<file path="src/rtl/subneg_ctrl.sv">
// subneg_ctrl: instruction sequencer for the SUBNEG one-instruction machine.
// Fetches A, B, C from a single-port synchronous memory, reads mem[A] and
// mem[B], presents them to an external `sub` block, writes mem[B]-mem[A]
// back to mem[B] and branches to C when the result is negative.
module subneg_ctrl #(
  parameter int WIDTH  = 8,
  parameter int ADDR_W = 8,
  parameter int CNT_W  = 16
) (
  input  logic              clk,
  input  logic              rst_n,
  input  logic              start,
  input  logic [ADDR_W-1:0] start_pc,
  output logic [ADDR_W-1:0] mem_addr,
  output logic              mem_rd_en,
  input  logic [WIDTH-1:0]  mem_rdata,
  output logic              mem_wr_en,
  output logic [WIDTH-1:0]  mem_wdata,
  output logic [WIDTH-1:0]  sub_in1,
  output logic [WIDTH-1:0]  sub_in2,
  input  logic [WIDTH-1:0]  sub_out,
  input  logic              sub_neg,
  output logic              busy,
  output logic              halted,
  output logic [ADDR_W-1:0] pc,
  output logic [CNT_W-1:0]  instr_count
);

  typedef enum logic [3:0] {
    S_IDLE,
    S_FA,
    S_FB,
    S_FC,
    S_RDA,
    S_RDB,
    S_LATCH,
    S_WB,
    S_HALT
  } state_t;

  state_t             r_state;
  logic [ADDR_W-1:0]  r_pc;
  logic [CNT_W-1:0]   r_cnt;
  logic [WIDTH-1:0]   r_a;
  logic [WIDTH-1:0]   r_b;
  logic [WIDTH-1:0]   r_c;
  logic [WIDTH-1:0]   r_opA;
  logic [WIDTH-1:0]   r_opB;
  logic [WIDTH-1:0]   r_hold1;
  logic [WIDTH-1:0]   r_hold2;
  logic               w_halt;

  // Self-loop branch (C equals the current instruction address) stops the machine
  assign w_halt = sub_neg && (r_c[ADDR_W-1:0] == r_pc);

  // Sequencer: walks the seven-cycle fetch/read/write-back pattern and
  // captures each returned memory word one cycle after its read strobe
  always_ff @(posedge clk) begin
    if (!rst_n) begin
      r_state <= S_IDLE;
      r_pc    <= '0;
      r_cnt   <= '0;
      r_a     <= '0;
      r_b     <= '0;
      r_c     <= '0;
      r_opA   <= '0;
      r_opB   <= '0;
      r_hold1 <= '0;
      r_hold2 <= '0;
    end else begin
      case (r_state)
        S_IDLE: begin
          if (start) begin
            r_pc    <= start_pc;
            r_state <= S_FA;
          end
        end
        S_FA:    r_state <= S_FB;
        S_FB: begin
          r_a     <= mem_rdata;
          r_state <= S_FC;
        end
        S_FC: begin
          r_b     <= mem_rdata;
          r_state <= S_RDA;
        end
        S_RDA: begin
          r_c     <= mem_rdata;
          r_state <= S_RDB;
        end
        S_RDB: begin
          r_opA   <= mem_rdata;
          r_state <= S_LATCH;
        end
        S_LATCH: begin
          r_opB   <= mem_rdata;
          r_state <= S_WB;
        end
        S_WB: begin
          r_hold1 <= r_opA;
          r_hold2 <= r_opB;
          if (r_cnt != '1) begin
            r_cnt <= r_cnt + CNT_W'(1);
          end
          if (w_halt) begin
            r_state <= S_HALT;
          end else if (sub_neg) begin
            r_pc    <= r_c[ADDR_W-1:0];
            r_state <= S_FA;
          end else begin
            r_pc    <= r_pc + ADDR_W'(3);
            r_state <= S_FA;
          end
        end
        S_HALT: begin
          if (start) begin
            r_pc    <= start_pc;
            r_cnt   <= '0;
            r_state <= S_FA;
          end
        end
        default: r_state <= S_IDLE;
      endcase
    end
  end

  // Memory strobes and address decoded from the current state; reads and
  // writes live in disjoint states so they can never overlap
  always_comb begin
    mem_addr  = '0;
    mem_rd_en = 1'b0;
    mem_wr_en = 1'b0;
    mem_wdata = '0;
    case (r_state)
      S_FA: begin
        mem_addr  = r_pc;
        mem_rd_en = 1'b1;
      end
      S_FB: begin
        mem_addr  = r_pc + ADDR_W'(1);
        mem_rd_en = 1'b1;
      end
      S_FC: begin
        mem_addr  = r_pc + ADDR_W'(2);
        mem_rd_en = 1'b1;
      end
      S_RDA: begin
        mem_addr  = r_a[ADDR_W-1:0];
        mem_rd_en = 1'b1;
      end
      S_RDB: begin
        mem_addr  = r_b[ADDR_W-1:0];
        mem_rd_en = 1'b1;
      end
      S_WB: begin
        mem_addr  = r_b[ADDR_W-1:0];
        mem_wr_en = 1'b1;
        mem_wdata = sub_out;
      end
      default: begin
        mem_addr  = '0;
      end
    endcase
  end

  // Operands go live in write-back and otherwise show the last pair used
  assign sub_in1     = (r_state == S_WB) ? r_opA : r_hold1;
  assign sub_in2     = (r_state == S_WB) ? r_opB : r_hold2;
  assign busy        = (r_state != S_IDLE) && (r_state != S_HALT);
  assign halted      = (r_state == S_HALT);
  assign pc          = r_pc;
  assign instr_count = r_cnt;

endmodule

</file>
<file path="config.mk">
export PLATFORM = sky130hd
export DESIGN_NAME = subneg_ctrl
export DESIGN_NICKNAME = d
export VERILOG_FILES = /design/src/rtl/subneg_ctrl.sv
export SDC_FILE = /design/constraint.sdc
export NUM_CORES = 1
export LEC_CHECK = 0
export BUFFER_PORTS_ARGS = -buffer_cell sky130_fd_sc_hd__buf_2
export CORE_MARGIN = 3
export CORE_UTILIZATION = 50
export CTS_CLUSTER_DIAMETER = 80
export CTS_CLUSTER_SIZE = 25
export DETAILED_ROUTE_END_ITERATION = 7
export GPL_TIMING_DRIVEN = 0
export PLACE_DENSITY_LB_ADDON = 0.1
export SYNTH_ARGS = -nofsm -noshare
export SYNTH_HDL_FRONTEND = slang
export SYNTH_SLANG_ARGS = --single-unit
</file>
<file path="constraint.sdc">
create_clock -name clk -period 3.6 [get_ports clk]
set_input_delay 0.72 -clock clk [delete_from_list [all_inputs] [get_ports clk]]
set_output_delay 0.72 -clock clk [all_outputs]
set_load 0.01 [all_outputs]
</file>
==> results.yml <==
sta:
  skew_ns: 0.0113
  fin_crit_ns: 3.28
  fin_tns_setup_ns: 0
  hold_viol: 0
  layout_setup_ws_ns: 0.324
  drv_slew: 0
  setup_viol_count_final: 0
  fmax_mhz: 305
  rsz0062_at_grt: "false"
  fin_crit_sh_pct: 91.0
  worst_slew_pin_slew_ns: 0.674
  relSlewSlack_pct: 54.9
placed_design:
  dp_hpwl_mm: 8.51
  routabilityCongestion: 0.894
  port_buffers: 86
  pre_cts_slack_ns: 0.729
  dp.cells: 739
clock_network:
  clock_latency_ns: 0.36
  path_clk_slew_ns: 0.09
  cts.sinks: 84
  cts_tree: "yes"
  clock_path_buffers: 2
  ctsResizeCount: 0
  post-cts-setup-buffers: 0
  cts_root_buf: "clkbuf_8"
  cts_buffers: 9
  h-tree-depth: 3
  holdBufCountCts: 0
global_routing:
  grt_first_pass_wirelength_mm: 18.6
  track_usage_pct: 23.8
  grt_max_degree: 16
  antenna_found_initial: 0
  grt_remaining_overflow: 0
  grt_pass1_vias: 3775
logic_synthesis:
  synth_compound_gate_area_share_pct: 15.8
  synthArstFlopShare_pct: 0
  yosys_register_bits: 84
  syn_area_per_cell_um2: 7.80
  synth_fp_nets: 581
  yosys.area_share.simple_pct: 27.4
  syn_area_mm2: 0.00427
  synth_area_leaders: "dfxtp_1 39%, nand2_1 13%, a21oi_1 6.6%"
  synth_commonest_cells: "143 x nand2_1, 84 x dfxtp_1, 56 x a21oi_1, 34 x nor2_1, 21 x clkbuf_1"
  synth_top_area_share_pct: 39.4
  synth_edf_count: 0
  synth_area_leader_cell: "dfxtp_1"
  yosysUniqueCellTypes: 56
  ys.flop_type: "dfxtp_1"
  yosysSeqAreaShare_pct: 39.4
  synth_cells: 548
  synth_top_family_by_area: "simple AND/OR/NAND/NOR gates"
  muxShareOfSynthArea_pct: 3.51
  yosys.area_share.adder_pct: 1.46
  yosysWarnings: 0
  synth_xor_area_share_pct: 6.73
  yosysMostFrequentCell: "nand2_1"
floorplanning:
  rows: 33
  start_util_pct: 51.7
  coreArea_mm2: 0.00826
  die_width_um: 98.4
  dieArea_mm2: 0.00969
  fp.dieH_um: 98.4
  num_io_pins: 88
critical_path:
  worstPathRequired_ns: 2.88
  cp-start-kind: "register"
  worst_path_dominant_cell_family: "buffers and inverters"
  worstPathMaxFanout: 10
  worst_path_max_delay_cell: "nor3_1"
  crit_chain: "buf_2 -> nand2b_1 -> nor3_1 -> buf_2 -> a22oi_1 -> o311ai_0 -> buf_2"
  timing.rr.start: "pc[0]"
  arrival_ns: 2.56
  setup.worst_path.class: "reg -> out"
  cpMostUsedCell: "buf_2"
  crit_start: "r_state[2]"
  path_depth: 7
  critPathMaxStageDelay_ns: 0.54
  reg2reg_depth: 8
  worstSetupEndpointType: "output port"
  crit_buf_inv: 3
drt:
  wirelength_mm: 11.7
  vias_per_cell: 5.48
  drcViolationCount: 0
  wl_per_cell_um: 15.5
  dr_total_vias: 4136
  ant_nets: 0
  drt_iter0_drc: 202
  drtPass1Iterations: 5
final_layout:
  drive_gt1_share_pct: 19.5
  post-route-util_pct: 61.6
  regArea_mm2: 0.00168
  syn2layout_area_growth_pct: 19.1
  nFillCells: 798
  final_nets: 678
  instances_no_fill: 755
  antenna_cells: 0
  multiInputGateArea_mm2: 0.00235
power_and_ir_drop:
  power_density_mw_per_mm2: 603
  ir_worst_vdd_mv: 0.205
  p_leak_nw: 2.11
worst_hold_path:
  min_path_cells: 2
  hold_path.class: "reg -> reg"
  hp-start: "r_a[1]"
run:
  drv_cap: 0
outcome:
  outcome: "finished, final reports clean"
[worst register-to-register path, cell delays in order (launching register included)]
cell and delay (ns):
dfxtp_1 0.36, clkbuf_1 0.32, inv_1 0.15, ha_1 0.26, nand3b_1 0.22, nor2_1 0.15, xnor2_1 0.14, nand3b_1 0.10
a32o_1 0.25
[report_power, final]
part	switching [mW]	internal (mW)
logic	0.673	0.441
registers	0.0826	1.02
clock network	0.364	0.487
[stage by stage]
step | power, mW | hold slack (ns) | cell area (um2)
floorplan | 1.89 | 0.432 | 4270
CTS | 3.07 | 0.463 | 5090
finish | 3.07 | 0.461 | 5090
detailed placement | 2.22 | 0.451 | 4830
global placement | 2.20 | 0.443 | 4830
global route | 3.23 | 0.486 | 5090
[worst paths after layout]
kind                                     to  slack (ns)
worst max-delay path            mem_addr[5]        0.32
worst min-delay path                 r_a[1]        0.46
worst max register to register        pc[6]        1.56
worst min register to register       r_a[1]        0.46
[placed cells by master, fill, tap and decap left out, drive strengths merged, types with 3 or more instances in the layout]
cell type    n
nand2      143
buf        102
dfxtp       84
a21oi       56
nor2        35
clkbuf      31
xnor2       21
inv         16
mux2i       15
o21ai       11
xor2        11
nand4       11
o211ai      10
and2        10
nor3        10
nand3        9
nand2b       8
a22oi        5
ha           5
o311ai       4
and3         4
a31oi        4
nor3b        4
or3          3
a211oi       3
nor4         3
bufinv       3
[metal layers]
layer	global-route usage, %	share of wire, %	vias to the layer above
li1	-	-	2066
met1	31.6	45	1918
met2	38.8	47	137
met3	4.46	6.1	15
met4	8.40	1.7	0
met5	0	0	-
[cell families after synthesis]
kind of cell | Yosys count
AND/OR/NAND/NOR | 251
AO/OA/AOI/OAI | 110
adder cells (fa/ha/maj) | 5
XOR/XNOR | 32
flip-flops | 84
buffers and inverters | 51
multiplexers | 15
[sequential cells by signal, summed over array words and instances (netlist names)]
| name | cells |
|---|---|
| r_hold1 | 8 |
| r_hold2 | 8 |
| pc | 8 |
| r_a | 8 |
| r_state | 4 |
| r_opB | 8 |
| r_c | 8 |
| instr_count | 16 |
| r_opA | 8 |
| r_b | 8 |
[final cells by class]
cell class | instances | area share [%]
multi-input combinational | 413 | 46.1
sequential | 84 | 33.0
timing repair buffer | 86 | 8.46
buffer | 37 | 3.74
clock buffer | 10 | 2.70
tap | 105 | 2.58
clock inverter | 6 | 2.31
inverter | 14 | 1.03
Power figures use the tool's default switching activity.
